`src/rtl/fft_job_sequencer.sv`:
```
// Multi-frame FFT job sequencer: per frame issues a read and a write DMA, waits for both
// dones, steps the addresses by the strides, and reports completion/errors via sticky status and an irq.
module fft_job_sequencer #(
   parameter int AXI_ADDR_WIDTH  = 32,
   parameter int TOP_LEN_WIDTH   = 32,
   parameter int FRAME_CNT_WIDTH = 16,
   parameter int TIMEOUT_WIDTH   = 24
) (
   input  logic                       clk,
   input  logic                       rst_n,
   input  logic                       cfg_start,
   input  logic                       cfg_abort,
   input  logic [3:0]                 cfg_log2_point,
   input  logic [FRAME_CNT_WIDTH-1:0] cfg_num_frames,
   input  logic [AXI_ADDR_WIDTH-1:0]  cfg_src_addr,
   input  logic [AXI_ADDR_WIDTH-1:0]  cfg_dst_addr,
   input  logic [AXI_ADDR_WIDTH-1:0]  cfg_src_stride,
   input  logic [AXI_ADDR_WIDTH-1:0]  cfg_dst_stride,
   input  logic [TIMEOUT_WIDTH-1:0]   cfg_timeout,
   input  logic                       cfg_irq_en,
   input  logic                       irq_clear,
   output logic                       read_start,
   output logic                       read_restart,
   output logic                       top_read_valid,
   output logic [AXI_ADDR_WIDTH-1:0]  top_read_addr,
   output logic [TOP_LEN_WIDTH-1:0]   top_read_len,
   output logic                       write_start,
   output logic                       write_restart,
   output logic                       top_write_valid,
   output logic [AXI_ADDR_WIDTH-1:0]  top_write_addr,
   output logic [TOP_LEN_WIDTH-1:0]   top_write_len,
   input  logic                       read_done,
   input  logic                       write_done,
   output logic                       busy,
   output logic [FRAME_CNT_WIDTH-1:0] frames_done,
   output logic                       status_done,
   output logic [1:0]                 status_err,
   output logic                       interrupt_out
);

   typedef enum logic [2:0] {IDLE, ISSUE, WAIT, NEXT, FINISH} state_t;

   localparam logic [1:0] ERR_CFG     = 2'd1;
   localparam logic [1:0] ERR_TIMEOUT = 2'd2;
   localparam logic [1:0] ERR_ABORT   = 2'd3;

   state_t                     state;
   logic [AXI_ADDR_WIDTH-1:0]  src_ptr, dst_ptr, src_stride, dst_stride;
   logic [FRAME_CNT_WIDTH-1:0] num_frames;
   logic [TIMEOUT_WIDTH-1:0]   timeout, wd_cnt;
   logic [TOP_LEN_WIDTH-1:0]   job_len;
   logic                       irq_en, rd_flag, wr_flag;

   logic                       cfg_ok, rd_seen, wr_seen, in_job;
   logic [TOP_LEN_WIDTH-1:0]   cfg_len;
   logic [AXI_ADDR_WIDTH-1:0]  src_nxt, dst_nxt;
   logic [FRAME_CNT_WIDTH-1:0] frames_nxt;
   logic [TIMEOUT_WIDTH-1:0]   wd_nxt;

   assign cfg_ok     = (cfg_log2_point >= 4'd3) && (cfg_log2_point <= 4'd12);
   assign cfg_len    = TOP_LEN_WIDTH'(8) << cfg_log2_point;
   assign rd_seen    = rd_flag | read_done;
   assign wr_seen    = wr_flag | write_done;
   assign src_nxt    = src_ptr + src_stride;
   assign dst_nxt    = dst_ptr + dst_stride;
   assign frames_nxt = frames_done + 1'b1;
   assign wd_nxt     = wd_cnt + 1'b1;
   assign in_job     = (state == ISSUE) || (state == WAIT) || (state == NEXT);

   always_ff @(posedge clk) begin
      if (!rst_n) begin
         state           <= IDLE;
         src_ptr         <= '0;
         dst_ptr         <= '0;
         src_stride      <= '0;
         dst_stride      <= '0;
         num_frames      <= '0;
         timeout         <= '0;
         wd_cnt          <= '0;
         job_len         <= '0;
         irq_en          <= 1'b0;
         rd_flag         <= 1'b0;
         wr_flag         <= 1'b0;
         read_start      <= 1'b0;
         read_restart    <= 1'b0;
         top_read_valid  <= 1'b0;
         top_read_addr   <= '0;
         top_read_len    <= '0;
         write_start     <= 1'b0;
         write_restart   <= 1'b0;
         top_write_valid <= 1'b0;
         top_write_addr  <= '0;
         top_write_len   <= '0;
         busy            <= 1'b0;
         frames_done     <= '0;
         status_done     <= 1'b0;
         status_err      <= '0;
         interrupt_out   <= 1'b0;
      end else begin
         read_start      <= 1'b0;
         write_start     <= 1'b0;
         top_read_valid  <= 1'b0;
         top_write_valid <= 1'b0;
         read_restart    <= 1'b0;
         write_restart   <= 1'b0;
         // clear comes first so any set later in this block wins
         if (irq_clear) begin
            interrupt_out <= 1'b0;
            status_done   <= 1'b0;
            status_err    <= '0;
         end
         if (cfg_abort && in_job) begin
            state         <= FINISH;
            status_err    <= ERR_ABORT;
            busy          <= 1'b0;
            read_restart  <= 1'b1;
            write_restart <= 1'b1;
         end else begin
            case (state)
               IDLE: if (cfg_start) begin
                  status_done <= 1'b0;
                  status_err  <= '0;
                  frames_done <= '0;
                  irq_en      <= cfg_irq_en;
                  if (!cfg_ok) begin
                     status_err <= ERR_CFG;
                     state      <= FINISH;
                  end else if (cfg_num_frames == '0) begin
                     status_done <= 1'b1;
                     state       <= FINISH;
                  end else begin
                     src_ptr         <= cfg_src_addr;
                     dst_ptr         <= cfg_dst_addr;
                     src_stride      <= cfg_src_stride;
                     dst_stride      <= cfg_dst_stride;
                     num_frames      <= cfg_num_frames;
                     timeout         <= cfg_timeout;
                     job_len         <= cfg_len;
                     top_read_addr   <= cfg_src_addr;
                     top_write_addr  <= cfg_dst_addr;
                     top_read_len    <= cfg_len;
                     top_write_len   <= cfg_len;
                     read_start      <= 1'b1;
                     write_start     <= 1'b1;
                     top_read_valid  <= 1'b1;
                     top_write_valid <= 1'b1;
                     busy            <= 1'b1;
                     state           <= ISSUE;
                  end
               end
               ISSUE: begin
                  rd_flag <= 1'b0;
                  wr_flag <= 1'b0;
                  wd_cnt  <= '0;
                  state   <= WAIT;
               end
               WAIT: begin
                  rd_flag <= rd_seen;
                  wr_flag <= wr_seen;
                  wd_cnt  <= wd_nxt;
                  if (rd_seen && wr_seen) begin
                     state <= NEXT;
                  end else if ((timeout != '0) && (wd_nxt == timeout)) begin
                     status_err    <= ERR_TIMEOUT;
                     read_restart  <= 1'b1;
                     write_restart <= 1'b1;
                     busy          <= 1'b0;
                     state         <= FINISH;
                  end
               end
               NEXT: begin
                  frames_done <= frames_nxt;
                  src_ptr     <= src_nxt;
                  dst_ptr     <= dst_nxt;
                  if (frames_nxt == num_frames) begin
                     status_done <= 1'b1;
                     busy        <= 1'b0;
                     state       <= FINISH;
                  end else begin
                     top_read_addr   <= src_nxt;
                     top_write_addr  <= dst_nxt;
                     top_read_len    <= job_len;
                     top_write_len   <= job_len;
                     read_start      <= 1'b1;
                     write_start     <= 1'b1;
                     top_read_valid  <= 1'b1;
                     top_write_valid <= 1'b1;
                     state           <= ISSUE;
                  end
               end
               FINISH: begin
                  if (irq_en) interrupt_out <= 1'b1;
                  state <= IDLE;
               end
               default: state <= IDLE;
            endcase
         end
      end
   end

endmodule

```
`config.mk`:
```
export PLATFORM = sky130hd
export DESIGN_NAME = fft_job_sequencer
export DESIGN_NICKNAME = d
export VERILOG_FILES = /design/src/rtl/fft_job_sequencer.sv
export SDC_FILE = /design/constraint.sdc
export NUM_CORES = 1
export LEC_CHECK = 0
export ABC_AREA = 1
export ABC_CLOCK_PERIOD_IN_PS = 3400
export BUFFER_PORTS_ARGS = -buffer_cell sky130_fd_sc_hd__buf_4
export CAP_MARGIN = 20
export CORE_ASPECT_RATIO = 0.75
export CORE_UTILIZATION = 57
export DETAILED_ROUTE_END_ITERATION = 6
export PLACE_DENSITY = 0.85
export SYNTH_ARGS = -nofsm -noshare
export SYNTH_HDL_FRONTEND = slang
export SYNTH_SLANG_ARGS = --single-unit
```
`constraint.sdc`:
```
create_clock -name clk -period 3.4 [get_ports clk]
set_clock_uncertainty 0.15 [all_clocks]
set_input_delay 0.68 -clock clk [delete_from_list [all_inputs] [get_ports clk]]
set_output_delay 0.68 -clock clk [all_outputs]
set_load 0.01 [all_outputs]
```
==> results of run 1 <==
==> cells by family (layout without fill, tap and decap cells) <==
kind of cell	count (synthesis)	after routing
DFF	317	317
xor gates and xnor gates	59	59
AOI/OAI and AO/OA	575	575
muxes	2	2
and+or+nand+nor	1425	1426
other	1	32
buffers and inverters	494	718
adders and majority gates	66	66
==> worst max-delay path, cell delays in order (launching register included) <==
cell,delay (ns)
dfxtp_1,0.36
nor2_1,0.16
inv_1,0.12
nor2_1,0.31
inv_1,0.16
nand2_1,0.09
inv_1,0.08
nor2_1,0.20
nand2_1,0.25
nor2_4,0.38
inv_1,0.15
buf_12,0.21
o21ai_0,0.28
inv_1,0.09
==> area by class of cell <==
class                   instances  area (µm²)  area share, %
clock inverters                20       259.0          1.149
clock buffers                  44       980.9          4.351
flip-flops and latches        317        6346          28.15
multi-input cells            2160       10550          46.81
well taps                     442       553.0          2.453
repair buffers                339        2665          11.82
inverters                     315        1187          5.267
==> worst max-delay path by stage <==
stage / slack (ns) / start / end
3_5_place_dp: 0.31 / frames_done[0]$_SDFFE_PN0P_ / top_write_addr[19]$_SDFFE_PN0P_
3_3_place_gp: 0.36 / state[0]$_SDFFE_PP0P_ / dst_ptr[14]$_SDFFE_PN0P_
6_report: 0.27 / state[0]$_SDFFE_PP0P_ / dst_ptr[25]$_SDFFE_PN0P_
2_1_floorplan: 0.86 / dst_ptr[0]$_SDFFE_PN0P_ / dst_ptr[30]$_SDFFE_PN0P_
4_1_cts: 0.25 / frames_done[0]$_SDFFE_PN0P_ / top_write_len[8]$_SDFFE_PN0P_
5_1_grt: 0.08 / state[0]$_SDFFE_PP0P_ / dst_ptr[25]$_SDFFE_PN0P_
==> state kept, by name, indices dropped and copies added (netlist names), 2 cells and up <==
signal	count
dst_ptr	32
dst_stride	32
frames_done	16
job_len	16
num_frames	16
src_ptr	32
src_stride	32
state	3
status_err	2
timeout	24
top_read_addr	32
top_write_addr	32
top_write_len	16
wd_cnt	24
==> metrics by stage <==
stage	instances	power [µW]	setup slack, ns	hold slack, ns
finish	3637	16550	0.2678	0.2398
global route	3637	17480	0.07588	0.2464
CTS	3636	16380	0.2506	0.2330
detailed placement	3572	12220	0.3144	0.2814
global placement	3572	12050	0.3622	0.2756
floorplan	2970	9834	0.8598	0.2685
==> layout by cell type, fill, tap and decap left out, drive strengths merged, types with 32 or more instances in the layout <==
cell    instances
nand4          91
dfxtp         317
nand3         130
clkbuf         44
buf           339
nand2         824
nor2          323
a21oi         298
ha             64
conb           32
o21ai         205
xor2           34
inv           315
==> layer usage <==
| metal | GRT usage [%] | vias to the layer above | share of wire (%) |
|---|---|---|---|
| li1 | - | 9926 | - |
| met1 | 54.27 | 9513 | 44 |
| met2 | 55.45 | 1076 | 43 |
| met3 | 5.483 | 125 | 9.7 |
| met4 | 12.22 | 0 | 2.7 |
| met5 | 0 | - | 0 |
==> power by group through the flow <==
stage | Combinational [µW] | Sequential, µW | Clock [µW]
5_1_grt | 7740 | 5450 | 4290
2_1_floorplan | 4480 | 5350 | 0
3_5_place_dp | 6810 | 5410 | 0
6_report | 7030 | 5380 | 4130
4_1_cts | 6880 | 5350 | 4140
3_3_place_gp | 6660 | 5390 | 0
==> what timing repair did <==
item,CTS,global route
setup buffers,0,0
hold buffers,0,0
gates resized for setup,0,3
setup endpoints to repair,0,30
==> results.sh, run 1 <==
export IMPL_ys_ff_latch=317
export IMPL_worstPathRequired_ns=3.66
export IMPL_synth_most_common_cell="nand2_1"
export IMPL_muxShareOfSynthArea_pct=0.1062
export IMPL_routabilityCongestion=0.9842
export IMPL_final_util_pct=69.47
export IMPL_syn_area_per_cell_um2=6.412
export IMPL_synth_ff_type="dfxtp_1"
export IMPL_async_reset_ff_share_pct=0
export IMPL_arrival_ns=3.39
export IMPL_initial_utilization_pct=58.07
export IMPL_setup_viol=0
export IMPL_startpoint_type="flip-flop"
export IMPL_synth_compound_area_share_pct=16.19
export IMPL_ys_top_cells_by_count="nand2_1 (824), nor2_1 (319), dfxtp_1 (317), inv_1 (307), a21oi_1 (298)"
export IMPL_slew_headroom_pct=41.72
export IMPL_clk_latency_ns=0.54
export IMPL_overflow=0
export IMPL_clock_root_buffer="clkbuf_16"
export IMPL_synth_top_family_by_area="simple AND/OR/NAND/NOR gates"
export IMPL_peakVddDrop_v=0.0005460
export IMPL_netlist_area_um2=18840
export IMPL_leakage_uw=0.01051
export IMPL_ys_seq_area_share_pct=33.68
export IMPL_yosysTopAreaCellShare_pct=33.68
export IMPL_synth_simple_gate_area_share_pct=31.20
export IMPL_critPathCaptureType="flip-flop"
export IMPL_cts_sinks=317
export IMPL_vias_per_cell=5.675
export IMPL_port_buffers=302
export IMPL_routed_wirelength_mm=64.38
export IMPL_clkPwrFrac_pct=25.0
export IMPL_p_int_uw=9681
export IMPL_min_to="src_stride[11]$_SDFFE_PN0P_"
export IMPL_synthTopCellsByArea="dfxtp_1 (34%), nand2_1 (16%), a21oi_1 (7.9%), nor2_1 (6.4%), inv_1 (6.1%)"
export IMPL_critPathKind="reg -> reg"
export IMPL_cts_buffers=35
export IMPL_crit_fanout=35
export IMPL_h_tree_depth=2
export IMPL_cts_buffer_depth=3
export IMPL_grt_max_degree=106
export IMPL_finalCriticalPeriod_ns=3.132
export IMPL_ant_nets=0
export IMPL_die_h_um=159.5
export IMPL_antenna_found_initial=0
export IMPL_maxCapViolations=0
export IMPL_power_switching_uw=6864
export IMPL_path_clk_slew_ns=0.06
export IMPL_drive_gt1_share_pct=13.46
export IMPL_hp_start="cfg_src_stride[11]"
export IMPL_nNetsFinal=3414
export IMPL_power_frac_seq_pct=32.5
export IMPL_ios=335
export IMPL_rows=57
export IMPL_coreArea_um2=32450
export IMPL_reg2reg_depth=13
export IMPL_grt_pass1_wl_mm=100.6
export IMPL_rsz0062_at_grt="false"
export IMPL_final_fill_count=2839
export IMPL_synth_distinct_cells=48
export IMPL_synth_warnings=0
export IMPL_p_per_area_nw_per_um2=733.9
export IMPL_r2r_end="dst_ptr[25]$_SDFFE_PN0P_"
export IMPL_die_area_um2=33800
export IMPL_combPwrFrac_pct=42.5
export IMPL_dp_hpwl_mm=46.27
export IMPL_stdcell_area_um2=22540
export IMPL_worst_r2r_setup_slack_ns=0.27
export IMPL_wl_per_cell_um=17.70
export IMPL_die_w_um=212.0
export IMPL_n_antenna_cell=0
export IMPL_hold_class="in -> reg"
export IMPL_syn_inst=2939
export IMPL_drtPass1Iterations=7
export IMPL_status="finished clean"
export IMPL_yosys_area_top_type="dfxtp_1"
export IMPL_drv_slew=0
export IMPL_holdPathStages=3
export IMPL_grt_pass1_vias=19087
export IMPL_drc=0
export IMPL_placed_cell_area_um2=21290
export IMPL_netSwitchingFraction_pct=41.49
export IMPL_fin_crit_sh_pct=92.12
export IMPL_grt_use_total_pct=37.09
export IMPL_synth_edff_count=0
export IMPL_dr_first_iter_drc_count=2270
export IMPL_fmax_mhz=319.3
export IMPL_synth_xor_area_share_pct=3.114
export IMPL_vias=20640
export IMPL_worst_pin_slew_ns=0.8742
export IMPL_yosys_area_share_adder_pct=4.462
export IMPL_cts_tree="built"
export IMPL_final_setup_tns_ns=0
export IMPL_r2r_start="state[0]$_SDFFE_PP0P_"
export IMPL_syn2layout_area_growth_pct=19.63
export IMPL_final_hold_violation_count=0
Note: power is estimated with default switching activity, not from simulation.
==> run 2: changes to the inputs <==
--- a/config.mk
+++ b/config.mk
@@ -5,12 +5,12 @@
 export SDC_FILE = /design/constraint.sdc
 export NUM_CORES = 1
 export LEC_CHECK = 0
-export ABC_AREA = 1
-export ABC_CLOCK_PERIOD_IN_PS = 3400
+export ABC_AREA = 0
+export ABC_CLOCK_PERIOD_IN_PS = 3570
 export BUFFER_PORTS_ARGS = -buffer_cell sky130_fd_sc_hd__buf_4
-export CAP_MARGIN = 20
+export CAP_MARGIN = 10
 export CORE_ASPECT_RATIO = 0.75
-export CORE_UTILIZATION = 57
+export CORE_UTILIZATION = 56
 export DETAILED_ROUTE_END_ITERATION = 6
 export PLACE_DENSITY = 0.85
 export SYNTH_ARGS = -nofsm -noshare
==> constraint.sdc (replaced) <==
create_clock -name clk -period 3.57 [get_ports clk]
set_clock_uncertainty 0.15 [all_clocks]
set_input_delay 0.714 -clock clk [delete_from_list [all_inputs] [get_ports clk]]
set_output_delay 0.714 -clock clk [all_outputs]
set_load 0.01 [all_outputs]
==> run 2 against run 1 <==
  * Non-clock buffer count down 5
  * Combinational power is 56% lower
  * Area after synthesis decreased by 7.4%
  * Flip-flop and latch count stayed put
  * First-iteration DRC count shrank 33%
  * Final area down 7.7%
  * Clock power is 15% lower
  * Die area fell by 5.7%
  * Wire length is 20% lower
  * Clock-buffer cell count fell by 1
  * Hold slack got worse by 0.014 ns
  * Critical path type unchanged
  * Largest power group is now sequential cells
==> results.sh, run 2 <==
export IMPL_async_reset_ff_share_pct=0
export IMPL_path_clk_slew_ns=0.07
export IMPL_syn_inst=2213
export IMPL_synth_warnings=0
export IMPL_grt_max_degree=124
export IMPL_cts_buffer_depth=3
export IMPL_dp_hpwl_mm=35.94
export IMPL_leakage_uw=0.008481
export IMPL_critPathCaptureType="flip-flop"
export IMPL_drive_gt1_share_pct=18.47
export IMPL_routed_wirelength_mm=51.34
export IMPL_grt_pass1_vias=15712
export IMPL_synthTopCellsByArea="dfxtp_1 (36%), a21oi_1 (8.3%), nand2_1 (6.8%), ha_1 (4.6%), nor2_1 (4.5%)"
export IMPL_finalCriticalPeriod_ns=3.395
export IMPL_ios=335
export IMPL_cts_buffers=31
export IMPL_highest_layer="met5"
export IMPL_slowest_delay_ns=0.41
export IMPL_crit_buf_inv=0
export IMPL_ant_nets=0
export IMPL_drt_met1_wl_mm=22.93
export IMPL_stdcell_area_um2=20820
export IMPL_stdcell_count=2838
export IMPL_routabilityCongestion=0.9788
export IMPL_p_total_uw=10900
export IMPL_rsz0062_at_grt="false"
export IMPL_crit_fanout=4
export IMPL_critPathKind="reg -> reg"
export IMPL_fmax_mhz=294.6
export IMPL_final_common_cell="buf_4"
export IMPL_port_buffers=302
export IMPL_cp_top_family="compound AO/OA/AOI/OAI gates"
export IMPL_status="finished clean"
export IMPL_drv_slew=0
export IMPL_netlist_area_um2=17450
export IMPL_syn_area_per_cell_um2=7.885
export IMPL_antenna_found_initial=4
export IMPL_final_hold_violation_count=0
export IMPL_crit_top_cell="a21boi_0"
export IMPL_synth_edff_count=0
export IMPL_post_place_ws_ns=0.1008
export IMPL_peakVddDrop_v=0.0003814
export IMPL_final_fill_count=2481
export IMPL_fin_ws_ns=0.1750
export IMPL_slowest_stage="a221o_1"
export IMPL_ys_top_cells_by_count="dfxtp_1 (317), nand2_1 (317), a21oi_1 (289), nor2_1 (208), o21ai_0 (124)"
export IMPL_cp_cell_sequence="ha_1, and3_1, a221o_1, a21boi_0, a21boi_0, o31a_1, o21ai_0, mux2_2, a211oi_1, a21oi_1"
export IMPL_worstPathRequired_ns=3.85
export IMPL_initial_utilization_pct=57.37
export IMPL_cts_tree="built"
export IMPL_die_h_um=154.9
export IMPL_grt_use_total_pct=30.82
export IMPL_dr_first_iter_drc_count=1531
export IMPL_fin_crit_sh_pct=95.10
export IMPL_die_area_um2=31880
export IMPL_p_per_area_nw_per_um2=523.6
export IMPL_final_setup_tns_ns=0
export IMPL_synth_distinct_cells=79
export IMPL_placed_cell_area_um2=19690
export IMPL_yosysTopAreaCellShare_pct=36.37
export IMPL_ys_seq_area_share_pct=36.37
export IMPL_vias=17121
export IMPL_overflow=0
export IMPL_maxCapViolations=0
export IMPL_clock_root_buffer="clkbuf_16"
export IMPL_yosys_area_top_type="dfxtp_1"
export IMPL_ys_ff_latch=317
export IMPL_dr_wl_met3_mm=4.100
export IMPL_startpoint_type="flip-flop"
export IMPL_drc=0
export IMPL_arrival_ns=3.67
export IMPL_h_tree_depth=1
export IMPL_rows=55
export IMPL_grt_pass1_wl_mm=80.37
export IMPL_nNetsFinal=2658
export IMPL_drtPass1Iterations=6
export IMPL_clk_latency_ns=0.58
export IMPL_slew_headroom_pct=34.74
export IMPL_coreArea_um2=30420
export IMPL_cts_setup_buffers=0
export IMPL_die_w_um=205.8
export IMPL_syn2layout_area_growth_pct=19.29
export IMPL_wl_met2_mm=22.36
export IMPL_cts_sinks=317
export IMPL_vias_per_cell=6.033
export IMPL_synth_ff_type="dfxtp_1"
export IMPL_worst_pin_slew_ns=0.9790
export IMPL_setup_viol=0
export IMPL_hold_class="in -> reg"
export IMPL_final_cell_mix="buf_4 (326), nand2_1 (317), dfxtp_1 (316)"
export IMPL_dp_cells=2778
export IMPL_wl_per_cell_um=18.09
## run 2: cell count changes after synthesis, moves of 36 or more
cell	change
a211oi_1	+59
a211oi_2	+36
nand2_1	-507
nand3_1	-101
inv_1	-273
nor2_1	-111
o21ai_0	-78
nand4_1	-72
## run 2: layer usage
metal | global-route usage (%) | vias to the layer above
met5 | 0 | -
met4 | 12.46 | 2
met3 | 5.341 | 133
met2 | 46.43 | 796
met1 | 43.54 | 7965
li1 | - | 8225
## run 2: where the power goes
group	switching [µW]	internal (µW)
sequential	328	4000
combinational	1790	1270
clock	1440	2060
## run 2: kinds of logic after synthesis
family	count (synthesis)	synth area share, %
compound gates	690	25.27
xor+xnor	85	4.266
fa+ha+maj	66	4.818
buf+inv	234	6.568
flops	317	36.37
mux	37	2.137
other cells	1	0.02149
simple gates	783	20.56
## run 2: cell type report
cell class	count	area (µm²)	area share, %
clock inverter	14	178.9	0.8595
clock buffer	43	910.9	4.376
timing repair buffer	334	2608	12.53
multi-input combinational	1693	10130	48.65
tap	399	499.2	2.398
inverter	35	138.9	0.6671
sequential	317	6347	30.49
antenna	3	7.507	0.03606
## run 2: worst min-delay path, stage by stage
cell and delay [ns]:
buf_4 0.11, nand2_1 0.04, a21oi_1 0.05
## run 2: stage by stage
stage          hold slack, ns  util (%)
2_1_floorplan          0.2865         -
3_3_place_gp           0.2957     64.74
3_5_place_dp           0.3016     64.74
4_1_cts                0.2179     68.32
5_1_grt                0.2168     68.44
6_report               0.2255     68.44
## run 2: worst paths after layout
check / startpoint / to / slack [ns] / cells past startpoint
max: dst_ptr[9]$_SDFFE_PN0P_ / dst_ptr[20]$_SDFFE_PN0P_ / 0.18 / 10
min reg2reg: dst_stride[0]$_SDFFE_PN0P_ / dst_stride[0]$_SDFFE_PN0P_ / 0.31 / 2
min: cfg_timeout[13] / timeout[13]$_SDFFE_PN0P_ / 0.23 / 3
max reg2reg: dst_ptr[9]$_SDFFE_PN0P_ / dst_ptr[20]$_SDFFE_PN0P_ / 0.18 / 10
## run 2: what timing repair did
item,CTS,global route
setup endpoints to repair,0,45
hold buffers,0,0
gates resized for setup,0,6
==> run 3: changes to the inputs <==
--- a/config.mk
+++ b/config.mk
@@ -9,7 +9,6 @@
 export ABC_CLOCK_PERIOD_IN_PS = 3570
 export BUFFER_PORTS_ARGS = -buffer_cell sky130_fd_sc_hd__buf_4
 export CAP_MARGIN = 10
-export CORE_ASPECT_RATIO = 0.75
 export CORE_UTILIZATION = 56
 export DETAILED_ROUTE_END_ITERATION = 6
 export PLACE_DENSITY = 0.85
==> run 3 against run 2 <==
  * Final area grew 0.56%
  * Critical path type unchanged
  * Critical path depth is the same
  * Clock-buffer cell count grew 10
  * Clock power grew 7.1%
  * Maximum frequency shrank 0.17%
  * Sequential power is essentially flat
  * Wire length shrank 0.37%
  * Largest power group unchanged
==> results.sh, run 3 (synthesis gave the netlist of run 2 again) <==
export IMPL_final_common_cell="buf_4"
export IMPL_startpoint_type="flip-flop"
export IMPL_fmax_mhz=294.1
export IMPL_routed_wirelength_mm=51.15
export IMPL_syn2layout_area_growth_pct=19.96
export IMPL_rsz0062_at_grt="false"
export IMPL_setup_viol=0
export IMPL_coreArea_um2=30590
export IMPL_path_clk_slew_ns=0.06
export IMPL_dp_hpwl_mm=35.78
export IMPL_port_buffers=302
export IMPL_grt_use_total_pct=30.72
export IMPL_die_h_um=178.5
export IMPL_initial_utilization_pct=57.05
export IMPL_drc=0
export IMPL_finalCriticalPeriod_ns=3.401
export IMPL_cts_buffers=35
export IMPL_ant_nets=0
export IMPL_nNetsFinal=2665
export IMPL_critPathKind="reg -> reg"
export IMPL_die_w_um=178.5
export IMPL_fin_crit_sh_pct=95.26
export IMPL_grt_max_degree=124
export IMPL_peakVddDrop_v=0.0003255
export IMPL_maxCapViolations=0
export IMPL_p_per_area_nw_per_um2=532.3
export IMPL_status="finished clean"
export IMPL_wl_per_cell_um=18.00
export IMPL_fin_ws_ns=0.1693
export IMPL_dr_first_iter_drc_count=1661
export IMPL_cts_tree="built"
export IMPL_clock_root_buffer="clkbuf_16"
export IMPL_critPathCaptureType="flip-flop"
export IMPL_final_util_pct=68.44
export IMPL_rows=64
export IMPL_cts_buffer_depth=3
export IMPL_h_tree_depth=2
export IMPL_antenna_found_initial=1
export IMPL_worst_pin_slew_ns=0.7396
export IMPL_clk_latency_ns=0.51
export IMPL_overflow=0
export IMPL_final_hold_violation_count=0
export IMPL_final_fill_count=2487
export IMPL_leakage_uw=0.008547
export IMPL_hold_class="in -> reg"
export IMPL_ios=335
export IMPL_slew_headroom_pct=50.69
export IMPL_post_place_ws_ns=0.1075
export IMPL_arrival_ns=3.61
export IMPL_final_setup_tns_ns=0
export IMPL_vias=17121
export IMPL_drtPass1Iterations=6
export IMPL_p_total_uw=11140
export IMPL_grt_pass1_vias=15721
export IMPL_final_cell_mix="buf_4 (328), nand2_1 (317), dfxtp_1 (317)"
export IMPL_cts_sinks=317
export IMPL_crit_fanout=7
export IMPL_worstPathRequired_ns=3.78
export IMPL_drive_gt1_share_pct=18.58
export IMPL_drv_slew=0
export IMPL_routabilityCongestion=0.9360
export IMPL_grt_pass1_wl_mm=79.17
export IMPL_die_area_um2=31870
export IMPL_worst_hold_slack_ns=0.2920
export IMPL_hold_buffers=0
export IMPL_vias_per_cell=6.026
[run 3: cell types whose count changed in the layout (fill, tap and decap cells not counted), sizes merged]
cell    before  now
and2        12   13
buf        334  336
bufinv       4    3
clkbuf      43   53
clkinv       7    4
diode        3    1
inv         36   35
[run 3: per-stage QoR]
step                      cell area (µm²)  cells
after floorplan                     17570   2244
after global placement              19690   2775
after detailed placement            19690   2775
after CTS                           20890   2837
after global routing                20930   2841
final                               20930   2841
[run 3: where the power goes]
group          internal, µW  total, µW  switching (µW)
clock                  2300       3760            1470
combinational          1270       3050            1780
sequential             4000       4330             329
total                  7570      11100            3580
[run 3: final cells by class]
class / instances / area [µm²] / area share (%)
well taps: 396 / 495.5 / 2.367
inverters: 35 / 138.9 / 0.6634
flip-flops and latches: 317 / 6346 / 30.32
clock buffers: 53 / 1076 / 5.140
repair buffers: 336 / 2623 / 12.53
clock inverters: 9 / 125.1 / 0.5977
multi-input cells: 1694 / 10130 / 48.38
diodes: 1 / 2.502 / 0.01195
[run 3: what timing repair did]
action | CTS | global route
setup buffers | 0 | 2
resized for setup | 0 | 8
setup endpoints to repair | 0 | 73
endpoints found under the hold margin | 0 | 0
[run 3: final timing paths]
check             slack (ns)                          end  cells after the start                        start
hold / removal          0.29     timeout[22]$_SDFFE_PN0P_                      3              cfg_timeout[22]
setup / recovery        0.17     dst_ptr[27]$_SDFFE_PN0P_                     10  dst_stride[15]$_SDFFE_PN0P_
setup reg to reg        0.17     dst_ptr[27]$_SDFFE_PN0P_                     10  dst_stride[15]$_SDFFE_PN0P_
hold reg to reg         0.31  dst_stride[16]$_SDFFE_PN0P_                      2  dst_stride[16]$_SDFFE_PN0P_
[run 3: routing by layer]
metal / GRT usage (%) / share of wire, %
met4: 9.710 / 2.8
met5: 0 / 0
met1: 40.33 / 42
met3: 4.454 / 7.9
met2: 51.70 / 47
[run 3: worst max-delay path, cell delays in order, from the launching register on]
cell and delay, ns:
dfxtp_1 0.33, ha_1 0.37, and3_1 0.21, and2_1 0.19, a221o_1 0.32, a221o_1 0.31, a41o_1 0.29, a311o_1 0.45
a31oi_1 0.24, mux2i_1 0.27, a31oi_1 0.13
